## config.mk

```make
export PLATFORM = sky130hd
export DESIGN_NAME = posit_ema_sequencer
export DESIGN_NICKNAME = d
export VERILOG_FILES = /design/src/rtl/posit_ema_sequencer.sv
export SDC_FILE = /design/constraint.sdc
export NUM_CORES = 1
export LEC_CHECK = 0
export CORE_UTILIZATION = 37
export DETAILED_ROUTE_END_ITERATION = 10
export PLACE_DENSITY = 0.67
export SYNTH_ARGS = -nofsm -noshare
export SYNTH_HDL_FRONTEND = slang
export SYNTH_SLANG_ARGS = --single-unit
```

## constraint.sdc

```tcl
create_clock -name clock -period 2.3 [get_ports clock]
set_clock_uncertainty 0.1 [all_clocks]
set_input_delay 0.46 -clock clock [delete_from_list [all_inputs] [get_ports clock]]
set_output_delay 0.46 -clock clock [all_outputs]
set_load 0.02 [all_outputs]
```

## src/rtl/posit_ema_sequencer.sv

```systemverilog
// posit_ema_sequencer: job-level initiator for the PositEMA_top multiply-accumulate core.
// Accepts a dot-product job, clears the core, streams operand pairs into it,
// counts result strobes and returns the final posit sum on a valid/ready port.
// Optional build macro EMA_TIMEOUT_EN adds a DRAIN watchdog and the res_err output.
//
// state    | meaning
// ---------+-----------------------------------------------------------
// S_IDLE   | waiting for a job; job_ready high
// S_CLEAR  | one-cycle synchronous clear pulse to the core
// S_ISSUE  | forwarding operand pairs until len have been issued
// S_DRAIN  | all pairs issued, waiting for the remaining result strobes
// S_RESULT | res_valid high, res_data held until res_ready
module posit_ema_sequencer #(
  parameter int N_W = 8
`ifdef EMA_TIMEOUT_EN
  ,
  parameter int TIMEOUT = 63
`endif
) (
  input  logic           clock,
  input  logic           reset,
  input  logic           job_valid,
  output logic           job_ready,
  input  logic [N_W-1:0] job_len,
  input  logic           op_valid,
  output logic           op_ready,
  input  logic [15:0]    op_a,
  input  logic [15:0]    op_b,
  output logic           ema_clear,
  output logic           ema_inValid,
  output logic [15:0]    ema_A,
  output logic [15:0]    ema_B,
  input  logic [15:0]    ema_positOut,
  input  logic           ema_outValid,
  output logic           res_valid,
  input  logic           res_ready,
  output logic [15:0]    res_data,
`ifdef EMA_TIMEOUT_EN
  output logic           res_err,
`endif
  output logic           busy
);

  typedef enum logic [2:0] {
    S_IDLE,
    S_CLEAR,
    S_ISSUE,
    S_DRAIN,
    S_RESULT
  } state_e;

  localparam logic [N_W-1:0] ONE = N_W'(1);

  state_e         state_q, state_d;
  logic [N_W-1:0] len_q, len_d;
  logic [N_W-1:0] issued_q, issued_d;
  logic [N_W-1:0] done_q, done_d;
  logic           ema_clear_q, ema_clear_d;
  logic           ema_inValid_q, ema_inValid_d;
  logic [15:0]    ema_A_q, ema_A_d;
  logic [15:0]    ema_B_q, ema_B_d;
  logic           res_valid_q, res_valid_d;
  logic [15:0]    res_data_q, res_data_d;
  logic           busy_q, busy_d;
  logic           strobe_ok;
  logic           strobe_last;

`ifdef EMA_TIMEOUT_EN
  localparam int TO_W = (TIMEOUT > 1) ? $clog2(TIMEOUT + 1) : 1;
  localparam logic [TO_W-1:0] TO_LOAD = TO_W'(TIMEOUT);
  localparam logic [TO_W-1:0] TO_ONE  = TO_W'(1);

  logic [TO_W-1:0] to_cnt_q, to_cnt_d;
  logic            res_err_q, res_err_d;
`endif

  // State, counters and all registered outputs.
  always_ff @(posedge clock or negedge reset) begin
    if (!reset) begin
      state_q       <= S_IDLE;
      len_q         <= '0;
      issued_q      <= '0;
      done_q        <= '0;
      ema_clear_q   <= 1'b0;
      ema_inValid_q <= 1'b0;
      ema_A_q       <= 16'h0000;
      ema_B_q       <= 16'h0000;
      res_valid_q   <= 1'b0;
      res_data_q    <= 16'h0000;
      busy_q        <= 1'b0;
`ifdef EMA_TIMEOUT_EN
      to_cnt_q      <= TO_LOAD;
      res_err_q     <= 1'b0;
`endif
    end else begin
      state_q       <= state_d;
      len_q         <= len_d;
      issued_q      <= issued_d;
      done_q        <= done_d;
      ema_clear_q   <= ema_clear_d;
      ema_inValid_q <= ema_inValid_d;
      ema_A_q       <= ema_A_d;
      ema_B_q       <= ema_B_d;
      res_valid_q   <= res_valid_d;
      res_data_q    <= res_data_d;
      busy_q        <= busy_d;
`ifdef EMA_TIMEOUT_EN
      to_cnt_q      <= to_cnt_d;
      res_err_q     <= res_err_d;
`endif
    end
  end

  // Next-state, counter updates and handshake decode.
  always_comb begin
    state_d       = state_q;
    len_d         = len_q;
    issued_d      = issued_q;
    done_d        = done_q;
    ema_clear_d   = 1'b0;
    ema_inValid_d = 1'b0;
    ema_A_d       = ema_A_q;
    ema_B_d       = ema_B_q;
    res_valid_d   = res_valid_q;
    res_data_d    = res_data_q;
`ifdef EMA_TIMEOUT_EN
    to_cnt_d      = TO_LOAD;
    res_err_d     = res_err_q;
`endif

    job_ready = (state_q == S_IDLE);
    op_ready  = (state_q == S_ISSUE) && (issued_q < len_q);

    // Strobes only count while a job is in flight and done is below len;
    // anything else is a spurious pulse from the core.
    strobe_ok   = ((state_q == S_ISSUE) || (state_q == S_DRAIN)) &&
                  ema_outValid && (done_q < len_q);
    strobe_last = strobe_ok && ((done_q + ONE) == len_q);

    case (state_q)
      S_IDLE: begin
        if (job_valid) begin
          len_d       = job_len;
          issued_d    = '0;
          done_d      = '0;
          ema_clear_d = 1'b1;
          state_d     = S_CLEAR;
        end
      end

      S_CLEAR: begin
        if (len_q == '0) begin
          res_valid_d = 1'b1;
          res_data_d  = 16'h0000;
          state_d     = S_RESULT;
        end else begin
          state_d = S_ISSUE;
        end
      end

      S_ISSUE: begin
        if (op_valid && op_ready) begin
          ema_A_d       = op_a;
          ema_B_d       = op_b;
          ema_inValid_d = 1'b1;
          issued_d      = issued_q + ONE;
          if ((issued_q + ONE) == len_q) begin
            state_d = S_DRAIN;
          end
        end
        if (strobe_ok) begin
          done_d = done_q + ONE;
        end
        if (strobe_last) begin
          res_data_d  = ema_positOut;
          res_valid_d = 1'b1;
          state_d     = S_RESULT;
        end
      end

      S_DRAIN: begin
`ifdef EMA_TIMEOUT_EN
        to_cnt_d = to_cnt_q - TO_ONE;
`endif
        if (strobe_ok) begin
          done_d = done_q + ONE;
`ifdef EMA_TIMEOUT_EN
          to_cnt_d = TO_LOAD;
`endif
        end
        if (strobe_last) begin
          res_data_d  = ema_positOut;
          res_valid_d = 1'b1;
          state_d     = S_RESULT;
        end
`ifdef EMA_TIMEOUT_EN
        else if (!strobe_ok && (to_cnt_q == TO_ONE)) begin
          // The core went silent: report NaR and flag the error.
          res_data_d  = 16'h8000;
          res_valid_d = 1'b1;
          res_err_d   = 1'b1;
          state_d     = S_RESULT;
        end
`endif
      end

      S_RESULT: begin
        if (res_ready) begin
          res_valid_d = 1'b0;
`ifdef EMA_TIMEOUT_EN
          res_err_d   = 1'b0;
`endif
          state_d     = S_IDLE;
        end
      end

      default: begin
        state_d = S_IDLE;
      end
    endcase

    busy_d = (state_d != S_IDLE);
  end

  assign ema_clear   = ema_clear_q;
  assign ema_inValid = ema_inValid_q;
  assign ema_A       = ema_A_q;
  assign ema_B       = ema_B_q;
  assign res_valid   = res_valid_q;
  assign res_data    = res_data_q;
  assign busy        = busy_q;
`ifdef EMA_TIMEOUT_EN
  assign res_err     = res_err_q;
`endif

endmodule

```

# Word level (Yosys, flattened, before mapping)
# Index checks and enable logic that the tools add are counted.
# totals
register_bits,79
inputBits,62
output_inout_bits,54
elab_cells,71
# classes
addsub,2
n_lt_le_gt_ge,2
eq_ne,12
n_mux,24
n_reduce_logical,20
# ops
op,n
$mux W16,2
$pmux W16 S2,1
$pmux W8 S2,2
$mux W8,3
$mux W3,7
$add A8 B1 Y8 const B,2
$eq A8 B8 Y1,2
$lt A8 B8 Y1,2
$pmux W3 S5,1
$reduce_and A3 Y1,3
$logic_not A8 Y1,1
$mux W1,7
$eq A3 B2 Y1 const B,2
$ne A2 B1 Y1 const B,3
$ne A2 B2 Y1 const B,3
$reduce_bool A2 Y1,3
$reduce_bool A3 Y1,2
$logic_and A1 B1 Y1,5
$reduce_and A2 Y1,2
$reduce_and A4 Y1,1
$eq A3 B1 Y1 const B,1
$eq A3 B3 Y1 const B,1
$logic_not A3 Y1,1
$pmux W1 S3,1
2 further kinds,2

# Longest topological paths before layout
# Gate-level depths: netlist of the first run.
# depth
depth_word,8
depth_mapped,10

# Worst setup path after synthesis of the first run
# OpenSTA, ideal clock, no wires.
# synth_path
path_type,register to register
startpoint,register len_q[5]
endpoint,register state_q[1]
setup_time_ps,118
arrival_time_ps,2288
setup_slack_ps,-206
path_stages_with_launch,11
n_path_buf,2
synth_period_minus_slack_ps,2506
path_cell_list,dfrtp_1 -> inv_1 -> ha_1 -> o211ai_1 -> nor2_1 -> a211oi_4 -> nand2_2 -> or4_1 -> clkbuf_2 -> buf_6 -> a21o_1
# synth_via
elab_chain_cells,6
elab_cells_between_ends,15
classes_between,order compare: 2; eq/ne: 2; mux: 6; reduce/logical: 5
# synth_rtl
item,line,rtl
"start, declared",55,"logic [N_W-1:0] len_q, len_d;"
"start signal, assigned",97,len_q <= len_d;
$lt A8 B8 Y1,132,op_ready = (state_q == S_ISSUE) && (issued_q < len_q);
$logic_and A1 B1 Y1,132,
$logic_and A1 B1 Y1,162,if (op_valid && op_ready) begin
$mux W3,162,
$mux W3,174,if (strobe_last) begin
$pmux W3 S5 (*),140,case (state_q)
via state_d[1],54,"state_e state_q, state_d;"
"end signal, assigned",96,state_q <= state_d;
"end, declared",54,
# The timed path passes the listed nets; every way through them passes the cells marked *.
# A chain may end at the register's enable or synchronous reset.

# Final worst setup path of the first run
# layout_path
startpoint,register done_q[1]
endpoint,"register res_data_q[0], in the netlist res_data[0]"
# layout_via
elab_chain_cells,5
elab_cells_between_ends,7
classes_between,add/sub: 1; order compare: 1; eq/ne: 2; reduce/logical: 3
# layout_rtl
item,line,rtl
"start, declared",57,"logic [N_W-1:0] done_q, done_d;"
"start signal, assigned",99,done_q <= done_d;
$add A8 B1 Y8 or $lt A8 B8 Y1 (tied branches),"138, 137",
$eq A8 B8 Y1 or $logic_and A1 B1 Y1 (tied branches),"138, 137",
$logic_and A1 B1 Y1 (*),138,strobe_last = strobe_ok && ((done_q + ONE) == len_q);
$ne A2 B1 Y1 (no source line) (*),--,
$reduce_and A3 Y1 (no source line) (*),--,
"end signal, assigned",105,res_data_q <= res_data_d;
"end, declared",63,"logic [15:0] res_data_q, res_data_d;"
# Mark *: on every way between the ends. The rest lies on a longest branch, timed or not.

==> summary.txt, run 1 <==
Run status
  • Status: finished, violations left
  • Failing checks: negative setup slack

Critical path
  • Cells on worst reg2reg path: 7
  • Worst r2r src: done_q[1]$_DFFE_PN0P_
  • Required time of the critical path: 2.47 ns
  • RR Endpoint: res_data[0]$_DFFE_PN0P_
  • Critical path endpoint category: flip-flop
  • Kind of critical path: flip-flop to flip-flop
  • Startpoint class of the critical path: flip-flop
  • Data arrival time of the worst path: around 2.5 ns
  • Crit path max fanout: 20
  • R2R setup slack: -0.06 ns

Yosys
  • Mux cell area share after synthesis: 0.137
  • Netlist cell types: 48
  • Mean post-synth cell area: 10.6 um2
  • Top-count cell post-synth: dfrtp_1
  • Post-synth EDFFs: 0
  • Post-synthesis sequential area ratio: 0.490
  • Cells after Synth: 381
  • Ys flop type: dfrtp_1
  • Yosys warns: 0
  • Seq cells post-synth: 79
  • FFs w/ async S/R, synth: 1.00
  • Synth Net Count: 461
  • Post-synthesis compound-gate area fraction: 0.0973
  • Syn Std Cell Area: 4040 um2
  • Synth area leaders: dfrtp_1 (49%), mux2_2 (9.5%), ha_1 (5.6%), mux2i_1 (4.2%), o21ai_0 (4.1%)
  • Yosys top cell by area: dfrtp_1
  • Post-synth top area share: 0.490
  • Largest family of logic cells by synthesized area: multiplexers
  • Xor and xnor area share after synthesis: 0.0434
  • Synth Area in Simple Gates: 0.125
  • Most frequent cells after synthesis: dfrtp_1 (79), nand2_1 (39), mux2_2 (34), o21ai_0 (33), inv_1 (27)
  • Area share of fa/ha/maj cells after synthesis: 0.0558

Route
  • ANT nets after route: 0
  • Routed wire length: 11.3 mm
  • Vias: 3,502
  • Via-per-instance ratio: 5.05
  • Initial DRC Count: between 100 and 150
  • Residual DRC: 0
  • DR pass1 iterations: 4
  • DR WL/cell: ~16 um

Cells and area
  • Finished Cell Area: 6370 um2
  • Layout Utilization: 0.609
  • Share of layout cells above drive strength 1: 0.254
  • Area growth from synthesis to layout: 57.9%
  • Final nets: 633
  • Finished Layout Cells: roughly 690
  • # diodes: 0

STA
  • Final Hold Viols: 0
  • Worst slew pin tran: 0.363 ns
  • Tcrit/Tclk final: 1.03
  • RSZ-0062 raised after global routing: true
  • Hold slack final: 0.415 ns
  • Final slew viol count: 0
  • Final setup fails: 36
  • Setup ws final: -0.0593 ns
  • Rel. slew slack: 0.758
  • Crit path time final: about 2.4 ns
  • Post-route setup TNS: -0.633 ns
  • Max Clock Freq: 424 MHz

Global routing
  • Pin count of the biggest net entering global routing: 56
  • First-pass GRT wire length: 17.4 mm
  • Gr ovfl total: 0
  • Number of global-route vias before repair: 3,502
  • GRT Overall Usage: 0.197
  • Initial antenna violation count: 0

Clock network
  • TritonCTS Buffers: 9
  • TritonCTS clock tree: built
  • H-tree depth: 3
  • Clk slew on worst S/H paths: approximately 0.090 ns
  • Clk sinks: 79
  • Root Buffer: clkbuf_8
  • Skew-Pair Late Insertion Delay: about 0.35 ns
  • Longest Clk Path Bufs: 2

Die
  • Die Wd: 106 um
  • Boundary pin count: around 120
  • Initial Util: 0.386
  • Total core area: 10,500 um2
  • Rows: 37
  • Die Area: 11,300 um2
  • Die Ht: 106 um

Place
  • Placed cell area: 5720 um2
  • Placed cell count: 664
  • Place WS: -0.174 ns
  • DP HPWL: 7.58 mm
  • IO Port Bufs: roughly 120
  • Routability cong.: 0.859

Power and ir drop
  • Total Power: 8.71 mW
  • PwrDens: 1370 nW/um2
  • Pleak: 3.03 nW
  • VDD IR max: 669 uV

Min path
  • Hold Path End: ema_B[15]$_DFFE_PN0P_
  • Hold_sp: ema_B[15]$_DFFE_PN0P_
  • Hold depth: 1
  • Hold Path Class: flip-flop to flip-flop

Job
  • Max Cap Viol: 0
## flip-flops by register name, indices dropped and copies added, names as in the netlist
| register | flops |
|---|---|
| ema_A | 16 |
| ema_B | 16 |
| res_data | 16 |
| done_q | 8 |
| issued_q | 8 |
| len_q | 8 |
| state_q | 3 |
| busy | 1 |
| ema_clear | 1 |
| ema_inValid | 1 |
| res_valid | 1 |
## final cells by class
class                           count  area, um2
Clock inverter                      7        128
Timing Repair Buffer              180       1770
Tap cell                          136        170
Clock buffer                        9        124
Inverter                           28        105
Sequential cell                    79       1980
Fill cell                         855       4090
Multi-Input combinational cell    255       2100
## routing by layer
metal | vias up | wire length (um) | GRT usage
li1 | 1662 | - | -
met1 | 1707 | 5030 | 0.253
met2 | 123 | 5490 | 0.329
met3 | 10 | 626 | 0.0429
met4 | 0 | 154 | 0.0646
met5 | - | 0 | 0
## cell usage in the layout, fill, tap and decap left out, drive strengths merged, types with 3 or more instances in the layout
master	count
or4	4
a21oi	9
nand4	5
xor2	9
ha	18
nand2	40
bufinv	3
nor2	22
inv	30
o211ai	3
and3	4
o31ai	5
clkbuf	11
dfrtp	79
o22ai	3
nor2b	3
mux2	34
nor3	4
nand3	7
clkdlybuf4s50	112
buf	64
o21ai	33
xnor2	11
mux2i	17
## timing repair
item | in CTS | in global routing
resized for setup | 42 | 27
hold buffers | 1 | 0
buffers inserted | 5 | 4
endpoints found under the hold margin | 24 | 0
setup endpoints to repair | 55 | 57
gates cloned | 2 | 2
pin swaps | 3 | 7
## logic make-up after synthesis
group                    Yosys count
AO/OA/AOI/OAI                     64
XOR/XNOR                          20
adder cells (fa/ha/maj)           18
buffers and inverters             47
flip-flops                        79
multiplexers                      51
AND/OR/NAND/NOR                  102
## where the power goes
part	internal, mW	total, mW	switching (mW)
Clock	0.738	1.30	0.563
Combinational	2.72	5.05	2.32
Sequential	1.99	2.36	0.375
## worst max-delay path by stage
stage | cells past startpoint | endpoint | start | slack, ns
global placement | 7 | state_q[1]$_DFF_PN0_ | ema_outValid | -0.13
global route | 7 | res_data[0]$_DFFE_PN0P_ | done_q[1]$_DFFE_PN0P_ | -0.13
floorplan | 10 | state_q[1]$_DFF_PN0_ | len_q[5]$_DFFE_PN0P_ | -0.13
detailed placement | 7 | res_data[0]$_DFFE_PN0P_ | ema_outValid | -0.17
CTS | 10 | res_data[0]$_DFFE_PN0P_ | len_q[7]$_DFFE_PN0P_ | -0.08
finish | 7 | res_data[0]$_DFFE_PN0P_ | done_q[1]$_DFFE_PN0P_ | -0.06
## critical path, cell delays in order, from the launching register on
cell and delay (ns):
dfrtp_1 0.43, ha_1 0.33, xor2_1 0.17, nor3_1 0.16, o211ai_1 0.15, or4_4 0.55, buf_12 0.19, mux2i_2 0.19
Note: power is estimated with default switching activity, not from simulation.
==> run 2, diff against run 1 <==
GPL_TIMING_DRIVEN = 0   (was unset)
==> run 2 against run 1 <==
Net effect: non-clock buffer count shrank 8; clock power shrank 6%; flip-flop and latch count is the same; die area is the same; total power is essentially flat; the run still ends with negative setup slack left; final cell count shrank 1.2%; core utilization grew 0.16 points; critical path depth grew 2; register-to-register slack lost 0.096 ns.
==> summary.txt, run 2 (synthesis results as in run 1) <==
Die
  • Die Wd: between 100 and 150 um
  • Initial Util: 0.386
  • Rows: 37
  • Die Ht: 106 um
  • Total core area: between 10,000 and 15,000 um2
  • Boundary pin count: 116
  • Die Area: 11,300 um2

Route
  • Via-per-instance ratio: 5.07
  • DR WL/cell: 16.7 um
  • Routed wire length: between 10 and 15 mm
  • ANT nets after route: 0
  • Initial DRC Count: ~150
  • DR pass1 iterations: 4
  • Vias: 3,479
  • Residual DRC: 0

Clock network
  • Clk sinks: 79
  • TritonCTS clock tree: built
  • Longest Clk Path Bufs: 2
  • Clk slew on worst S/H paths: 0.10 ns
  • Root Buffer: clkbuf_8
  • Skew-Pair Late Insertion Delay: about 0.36 ns
  • TritonCTS Buffers: 9
  • H-tree depth: 3

Run status
  • Failing checks: negative setup slack
  • Status: finished, violations left

Place
  • Placed cell area: 5430 um2
  • Routability cong.: 0.836
  • DP HPWL: 7.09 mm
  • IO Port Bufs: about 120
  • Place WS: -0.561 ns

STA
  • Tcrit/Tclk final: 1.07
  • RSZ-0062 raised after global routing: true
  • Final slew viol count: 0
  • Final Hold Viols: 0
  • Setup ws final: -0.155 ns
  • Final setup fails: 60
  • Max Clock Freq: 407 MHz
  • Worst slew pin tran: ~0.48 ns
  • Rel. slew slack: 0.678
  • Post-route setup TNS: -4.24 ns
  • Crit path time final: 2.46 ns

Min path
  • Hold depth: 1
  • Hold Path Class: flip-flop to flip-flop
  • Hold_sp: ema_B[6]$_DFFE_PN0P_
  • Hold Path End: ema_B[6]$_DFFE_PN0P_

Global routing
  • Pin count of the biggest net entering global routing: 46
  • Initial antenna violation count: 0
  • GRT Overall Usage: 0.212
  • Number of global-route vias before repair: between 3,000 and 4,000
  • Gr ovfl total: 0
  • First-pass GRT wire length: 18.6 mm

Critical path
  • Critical path endpoint category: flip-flop
  • Required time of the critical path: ~2.5 ns
  • Startpoint class of the critical path: flip-flop
  • R2R setup slack: -0.16 ns
  • RR Endpoint: state_q[1]$_DFF_PN0_
  • Crit path max fanout: 5
  • Data arrival time of the worst path: 2.62 ns
  • Cells on worst reg2reg path: 9
  • Worst r2r src: len_q[5]$_DFFE_PN0P_
  • Kind of critical path: flip-flop to flip-flop

Cells and area
  • Commonest non-fill, non-tap cell in the layout: clkdlybuf4s50_1
  • Most frequent cells in the layout: clkdlybuf4s50_1 (112), dfrtp_1 (74), nand2_1 (34)
  • Area growth from synthesis to layout: 58.3%
  • Final nets: between 600 and 700
  • # diodes: 0
  • Finished Cell Area: 6390 um2
  • Share of layout cells above drive strength 1: 0.267
  • Fill count: 864

Power and ir drop
  • VDD IR max: slightly above 700 uV
  • PwrDens: 1360 nW/um2
  • Pleak: roughly 3 nW

Job
  • Max Cap Viol: 0
## run 2: cell count changes in the layout (fill, tap and decap cells not counted), sizes merged
cell      change
buf          -13
clkbuf        +5
bufinv        -1
clkinv        -1
clkinvlp      +1
inv           +1
## run 2: timing repair
action	4_1_cts	5_1_grt
buffers inserted	32	5
pin swaps	12	7
hold endpoints to repair	34	0
gates resized for setup	93	29
gates cloned	4	1
setup endpoints to repair	70	69
hold buffers	1	0
## run 2: worst max-delay path by stage
stage | startpoint | endpoint | slack, ns | cells after the start
6_report | len_q[5]$_DFFE_PN0P_ | state_q[1]$_DFF_PN0_ | -0.16 | 9
5_1_grt | len_q[5]$_DFFE_PN0P_ | state_q[1]$_DFF_PN0_ | -0.26 | 9
4_1_cts | len_q[5]$_DFFE_PN0P_ | state_q[1]$_DFF_PN0_ | -0.13 | 9
3_5_place_dp | len_q[5]$_DFFE_PN0P_ | state_q[1]$_DFF_PN0_ | -0.56 | 10
3_3_place_gp | reset | res_data[2]$_DFFE_PN0P_ | -2.22 | 1
2_1_floorplan | len_q[5]$_DFFE_PN0P_ | state_q[1]$_DFF_PN0_ | -0.13 | 10
## run 2: where the power goes
part / leakage, nW / total (mW) / internal [mW] / switching (mW)
Clock: 0.117 / 1.22 / 0.629 / 0.594
Combinational: 1.96 / 5.07 / 2.72 / 2.35
Sequential: 0.920 / 2.41 / 1.99 / 0.412
## run 2: stage by stage
stage,hold slack (ns),power (mW),util,std cells
floorplan,0.0644,4.71,-,381
global placement,0.388,6.18,0.517,632
detailed placement,0.341,6.29,0.519,633
CTS,0.417,8.57,0.602,683
global route,0.434,9.24,0.611,686
finish,0.417,8.70,0.611,686
## run 2: per-layer routing
layer / routed length, um / up-vias / track usage / part of all wire
met4: 257 / 0 / 0.109 / 0.022
met3: 626 / 21 / 0.0368 / 0.055
met1: 5120 / 1692 / 0.271 / 0.45
met5: 0 / - / 0 / 0
li1: - / 1642 / - / -
met2: 5450 / 124 / 0.345 / 0.48
## run 2: worst max-delay path, stage by stage (launching register included)
cell,delay (ns)
dfrtp_2,0.43
inv_4,0.07
ha_4,0.18
o211ai_1,0.24
nor2_2,0.09
a211oi_4,0.22
nand2_2,0.09
or4_4,0.59
buf_12,0.18
a21o_1,0.15
## run 2: area by class of cell
type                       instances  area (um2)  area share
timing repair buffer             156        1580       0.247
clock buffer                       9         124      0.0194
buffer                            16         153      0.0239
sequential                        79        1980       0.310
tap                              136         170      0.0266
inverter                          28         111      0.0174
clock inverter                     7         103      0.0161
multi-input combinational        255        2170       0.339
==> run 3, diff against run 2 <==
MAX_ROUTING_LAYER = met4   (was unset)
==> run 3 against run 2 <==
Net effect: via count hardly changed; combinational power hardly changed; sequential power hardly changed; design area stayed put; hold slack hardly changed; register-to-register slack hardly changed; the run still ends with negative setup slack left.
==> summary.txt, run 3 (synthesis results as in run 1) <==
Clock network
  • Clk slew on worst S/H paths: ~0.1 ns
  • TritonCTS Buffers: 9
  • Longest Clk Path Bufs: 2
  • Clk sinks: 79
  • Skew-Pair Late Insertion Delay: 0.36 ns
  • Root Buffer: clkbuf_8
  • TritonCTS clock tree: built
  • H-tree depth: 3

Cells and area
  • Sequential cell area: 1980 um2
  • Layout Utilization: 0.611
  • Share of layout cells above drive strength 1: 0.267
  • Finished Cell Area: roughly 6400 um2
  • Area growth from synthesis to layout: 58.3%
  • Final nets: 625
  • Commonest non-fill, non-tap cell in the layout: clkdlybuf4s50_1
  • # diodes: 0
  • Most frequent cells in the layout: clkdlybuf4s50_1 (112), dfrtp_1 (74), nand2_1 (34)
  • Finished Layout Cells: about 690
  • Fill count: 864
  • Multi-input logic area: 2170 um2

Die
  • Total core area: 10,500 um2
  • Die Ht: 106 um
  • Rows: 37
  • Initial Util: 0.386
  • Boundary pin count: 116
  • Die Wd: between 100 and 150 um
  • Die Area: approximately 11,000 um2

Critical path
  • Worst Setup SP: len_q[5]$_DFFE_PN0P_
  • Worst-path cell chain: inv_4 > ha_4 > o211ai_1 > nor2_2 > a211oi_4 > nand2_2 > or4_4 > buf_12 > a21o_1
  • Worst r2r src: len_q[5]$_DFFE_PN0P_
  • Critical path endpoint category: flip-flop
  • Crit path max fanout: 5
  • Kind of critical path: flip-flop to flip-flop
  • Data arrival time of the worst path: around 2.6 ns
  • Required time of the critical path: 2.46 ns
  • Startpoint class of the critical path: flip-flop
  • R2R setup slack: -0.16 ns
  • Max incr delay on CP: 0.59 ns
  • Slowest cell on crit path: or4_4

Place
  • Place WS: -0.561 ns
  • Placed cell area: 5430 um2
  • Placed cell count: ~630
  • DP HPWL: 7.09 mm
  • Routability cong.: 0.849
  • IO Port Bufs: approximately 120

STA
  • Final slew viol count: 0
  • Worst slew pin tran: 0.478 ns
  • Setup ws final: -0.157 ns
  • Max Clock Freq: approximately 410 MHz
  • Final Hold Viols: 0
  • Hold slack final: roughly 0.42 ns
  • Tcrit/Tclk final: 1.07
  • Rel. slew slack: 0.681
  • Final setup fails: 60
  • Crit path time final: 2.46 ns
  • RSZ-0062 raised after global routing: true

Global routing
  • Pin count of the biggest net entering global routing: 46
  • Gr ovfl total: 0
  • GRT Overall Usage: 0.218
  • First-pass GRT wire length: 18.5 mm
  • Initial antenna violation count: 0
  • Number of global-route vias before repair: 3,689

Route
  • DR pass1 iterations: 4
  • Residual DRC: 0
  • DR WL/cell: 16.7 um
  • ANT nets after route: 0
  • Routed wire length: about 11 mm
  • Vias: 3,476
  • Via-per-instance ratio: between 5 and 6
  • Initial DRC Count: 134

Power and ir drop
  • Internal: 5.35 mW
  • Pleak: 2.99 nW
  • Psw: 3.36 mW
  • Part of the power in registers: 0.276
  • Combinational share of power: 0.583
  • VDD IR max: 705 uV
  • PwrDens: 1360 nW/um2
  • Switching share of total power: 0.386
  • Part of the power in the clock network: 0.140

Min path
  • Hold_sp: ema_B[6]$_DFFE_PN0P_
  • Hold Path Class: flip-flop to flip-flop

Job
  • Max Cap Viol: 0

Run status
  • Status: finished, violations left
  • Failing checks: negative setup slack
run 3: cell counts in the layout (fill, tap and decap cells not counted):
Identical to the previous run, type by type.
run 3: worst paths after layout:
kind	endpoint	cells after the start
setup / recovery	state_q[1]$_DFF_PN0_	9
hold / removal	ema_B[6]$_DFFE_PN0P_	1
setup reg to reg	state_q[1]$_DFF_PN0_	9
hold reg to reg	ema_B[6]$_DFFE_PN0P_	1
max in group asynchronous	len_q[5]$_DFFE_PN0P_	3
min in group asynchronous	ema_B[11]$_DFFE_PN0P_	2
run 3: power groups by stage:
| stage | logic, mW | registers (mW) | clock network, mW |
|---|---|---|---|
| after floorplan | 1.80 | 2.91 | 0 |
| final | 5.08 | 2.41 | 1.22 |
| after detailed placement | 3.87 | 2.41 | 0 |
| after global placement | 3.80 | 2.39 | 0 |
| after global routing | 5.46 | 2.47 | 1.31 |
| after CTS | 4.96 | 2.37 | 1.24 |
run 3: critical path, delay by kind of cell (launching register included):
kind	cells	cell delay, ns
adders and majority gates	1	0.18
buffers and inverters	2	0.25
and+or+nand+nor	3	0.77
AOI/OAI and AO/OA	3	0.62
DFF	1	0.43
run 3: final cells by class:
type,count,area share
well taps,136,0.0266
inverters,28,0.0174
multi-input cells,255,0.339
plain buffers,16,0.0239
clock buffers,9,0.0194
clock inverters,7,0.0161
repair buffers,156,0.247
flip-flops and latches,79,0.310
run 3: repair_timing:
item	4_1_cts	5_1_grt
gates resized for setup	93	29
pin swaps	12	7
setup buffers	32	5
gates cloned	4	1
endpoints found under the hold margin	34	0
endpoints found under the setup margin	70	69
hold buffers	1	0
run 3: metrics by stage:
step | setup TNS, ns | total power [mW]
after floorplan | -1.88 | 4.71
after global placement | -198.87 | 6.18
after detailed placement | -24.02 | 6.29
after CTS | -3.11 | 8.57
after global routing | -10.16 | 9.23
final | -4.33 | 8.70
run 3: layer usage:
metal | up-vias | global-route usage | part of all wire
met2 | 116 | 0.345 | 0.48
met4 | 0 | 0.109 | 0.022
li1 | 1644 | - | -
met3 | 26 | 0.0343 | 0.050
met5 | - | - | 0
met1 | 1690 | 0.271 | 0.45
==> RTL change (config.mk and constraints of run 2) <==
Re-encode `state_e` (5 states) as Gray code, 3 bits wide.
--- a/src/rtl/posit_ema_sequencer.sv
+++ b/src/rtl/posit_ema_sequencer.sv
@@ -42,11 +42,11 @@
 );
 
   typedef enum logic [2:0] {
-    S_IDLE,
-    S_CLEAR,
-    S_ISSUE,
-    S_DRAIN,
-    S_RESULT
+    S_IDLE   = 3'b000,
+    S_CLEAR  = 3'b001,
+    S_ISSUE  = 3'b011,
+    S_DRAIN  = 3'b010,
+    S_RESULT = 3'b110
   } state_e;
 
   localparam logic [N_W-1:0] ONE = N_W'(1);
Function: same outputs for any inputs over 4 cycles, from zero or initial values and one cycle with reset low; so few cycles prove little.
==> RTL change against run 2 <==
  * The flow still finishes with violations (setup timing)
  * Global-route usage is 1.9 points lower
  * Via count is 3.3% higher
  * Fmax is 4.1% higher
  * Setup slack better by 0.096 ns
  * Utilization is 1.2 points lower
  * Final area is 2.0% higher
  * Sequential cell count stayed put
  * Wire length is 2.4% lower
  * Total power is 12% lower
  * Sequential share of layout area is 0.52 points lower
  * Area after synthesis is 3.3% higher
  * Hold slack worse by 0.0065 ns
  * Largest cell class unchanged
  * Largest power group unchanged
  * Highest routed layer unchanged
==> RTL change: results (changes against run 2) <==
| Metric | Value |
|---|---|
| Outcome | `complete, but fails checks (unchanged)` |
| Failing checks | `setup timing (unchanged)` |
| Ys async rst share | `1.000 (unchanged)` |
| Setup bufs post-CTS | `19 (was 32)` |
| Placed Area | `5584 µm² (was 5434 µm²)` |
| Bufs on Longest Clock Path | `2 (unchanged)` |
| Final setup viols | `14 (was 60)` |
| Setup_tns | `-0.3909 ns (was -4.244 ns)` |
| GR Util met3 | `0.05244 (was 0.03679)` |
| Post-route insts no fill | `700 (was 686)` |
| Share of cells above drive strength 1 | `0.2661 (was 0.2673)` |
| Post-CTS Hold Buffers | `1 (unchanged)` |
| Root Driver | `clkbuf_8 (unchanged)` |
| Diode count | `0 (unchanged)` |
| DP HPWL | `7459 µm (was 7094 µm)` |
| H-Tree Level Count | `3 (unchanged)` |
| Global Route Usage Sum | `0.1929 (was 0.2120)` |
| Crit-path max FO | `10 (was 5)` |
| Post-synth EDFFs | `0 (unchanged)` |
| Sequential power share | `0.308 (was 0.276)` |
| Sequential area share after synthesis | `0.4742 (was 0.4898)` |
| Vias per inst | `5.136 (was 5.071)` |
| Drt initial violations | `125 (was 146)` |
| Hold Path Class | `reg -> reg (unchanged)` |
| Initial antenna violation count | `0 (unchanged)` |
| Worst-path clk slew | `0.08 ns (was 0.10 ns)` |
| Worst vdd ir | `0.7625 mV (was 0.7052 mV)` |
| First-pass GRT wire length | `17410 µm (was 18550 µm)` |
| Setup ws final | `-0.05897 ns (was -0.1552 ns)` |
| Critical Path AT | `2.53 ns (was 2.62 ns)` |
| Unique masters post-synth | `54 (was 48)` |
| Placer Congestion | `0.7815 (was 0.8356)` |
| Worst slew pin tran | `0.5469 ns (was 0.4823 ns)` |
| Leak Pwr | `2.776 nW (was 2.994 nW)` |
| First-pass DRT Iterations | `4 (unchanged)` |
| Syn_area_per_cell | `10.53 µm² (was 10.59 µm²)` |
| Placed instance count | `652 (was 633)` |
| Fin crit period | `2.359 ns (was 2.455 ns)` |
| Met2 usage | `0.3189 (was 0.3446)` |
| Clk_lat worst skew | `0.36 ns (about the same)` |
| Syn nets | `476 (was 461)` |
| Placement Setup Slack | `-0.4224 ns (was -0.5610 ns)` |
| Nets | `636 (was 625)` |
| Final WL | `11180 µm (was 11450 µm)` |
| Global Route met1 Usage | `0.2344 (was 0.2710)` |
| CTS resizes | `39 (was 93)` |
| TritonCTS buffer count | `9 (unchanged)` |
| Layout fillers | `898 (was 864)` |
| Largest cells by area after synthesis | `dfrtp_1 47%, mux2_2 9.5%, nand2_1 5.6% (was dfrtp_1 49%, mux2_2 9.5%, ha_1 5.6%)` |
| Largest net degree at the start of global routing | `41 (was 46)` |
| Vias in the first global route | `3628 (was 3679)` |
| Post-synth top cells | `79 x dfrtp_1, 62 x nand2_1, 35 x mux2_2, 29 x o21ai_0, 21 x mux2i_1 (was 79 x dfrtp_1, 39 x nand2_1, 34 x mux2_2, 33 x o21ai_0, 27 x inv_1)` |
| Clock group total power | `1.07 mW (was 1.22 mW)` |
| Port bufs | `115 (unchanged)` |
| Combinational power share | `0.552 (was 0.583)` |
| Sw Ratio | `0.3756 (was 0.3858)` |
RTL change: worst max-delay path, stage by stage, from the launching register on:
cell       delay, ns
dfrtp_2         0.42
inv_2           0.09
ha_4            0.20
a211o_1         0.27
o2111ai_2       0.25
nand2_2         0.13
nor4_4          0.31
buf_6           0.16
buf_12          0.14
mux2i_1         0.20
RTL change: final cells by class:
class	count	area [µm²]	share of cell area
Tap cell	140	175.2	0.02688
Multi-Input combinational cell	285	2352	0.3609
Sequential cell	79	1989	0.3052
Timing Repair Buffer	149	1544	0.2369
Clock buffer	12	155.1	0.02380
Clock inverter	3	42.54	0.006527
Buffer	20	196.4	0.03014
Inverter	12	62.56	0.009599
RTL change: path summary, 6_finish.rpt:
path                                            start                       to  slack (ns)  cells past startpoint
worst max-delay path             len_q[5]$_DFFE_PN0P_  res_data[7]$_DFFE_PN0P_       -0.06                      9
worst min-delay path            done_q[4]$_DFFE_PN0P_    done_q[4]$_DFFE_PN0P_        0.41                      1
worst max register to register   len_q[5]$_DFFE_PN0P_  res_data[7]$_DFFE_PN0P_       -0.06                      9
worst min register to register  done_q[4]$_DFFE_PN0P_    done_q[4]$_DFFE_PN0P_        0.41                      1
max in group asynchronous                       reset     len_q[3]$_DFFE_PN0P_        0.96                      3
min in group asynchronous                       reset     ema_B[0]$_DFFE_PN0P_        0.53                      2
RTL change: per-layer routing:
layer	wire [µm]	part of all wire
met5	0	0
met4	162	0.014
met3	803	0.072
met2	5406	0.48
met1	4803	0.43
RTL change: cell families after synthesis:
family | synth area share
adders and majority gates | 0.05402
buffers and inverters | 0.04442
DFF | 0.4742
muxes | 0.1450
AOI/OAI and AO/OA | 0.09514
xor gates and xnor gates | 0.03151
and+or+nand+nor | 0.1558
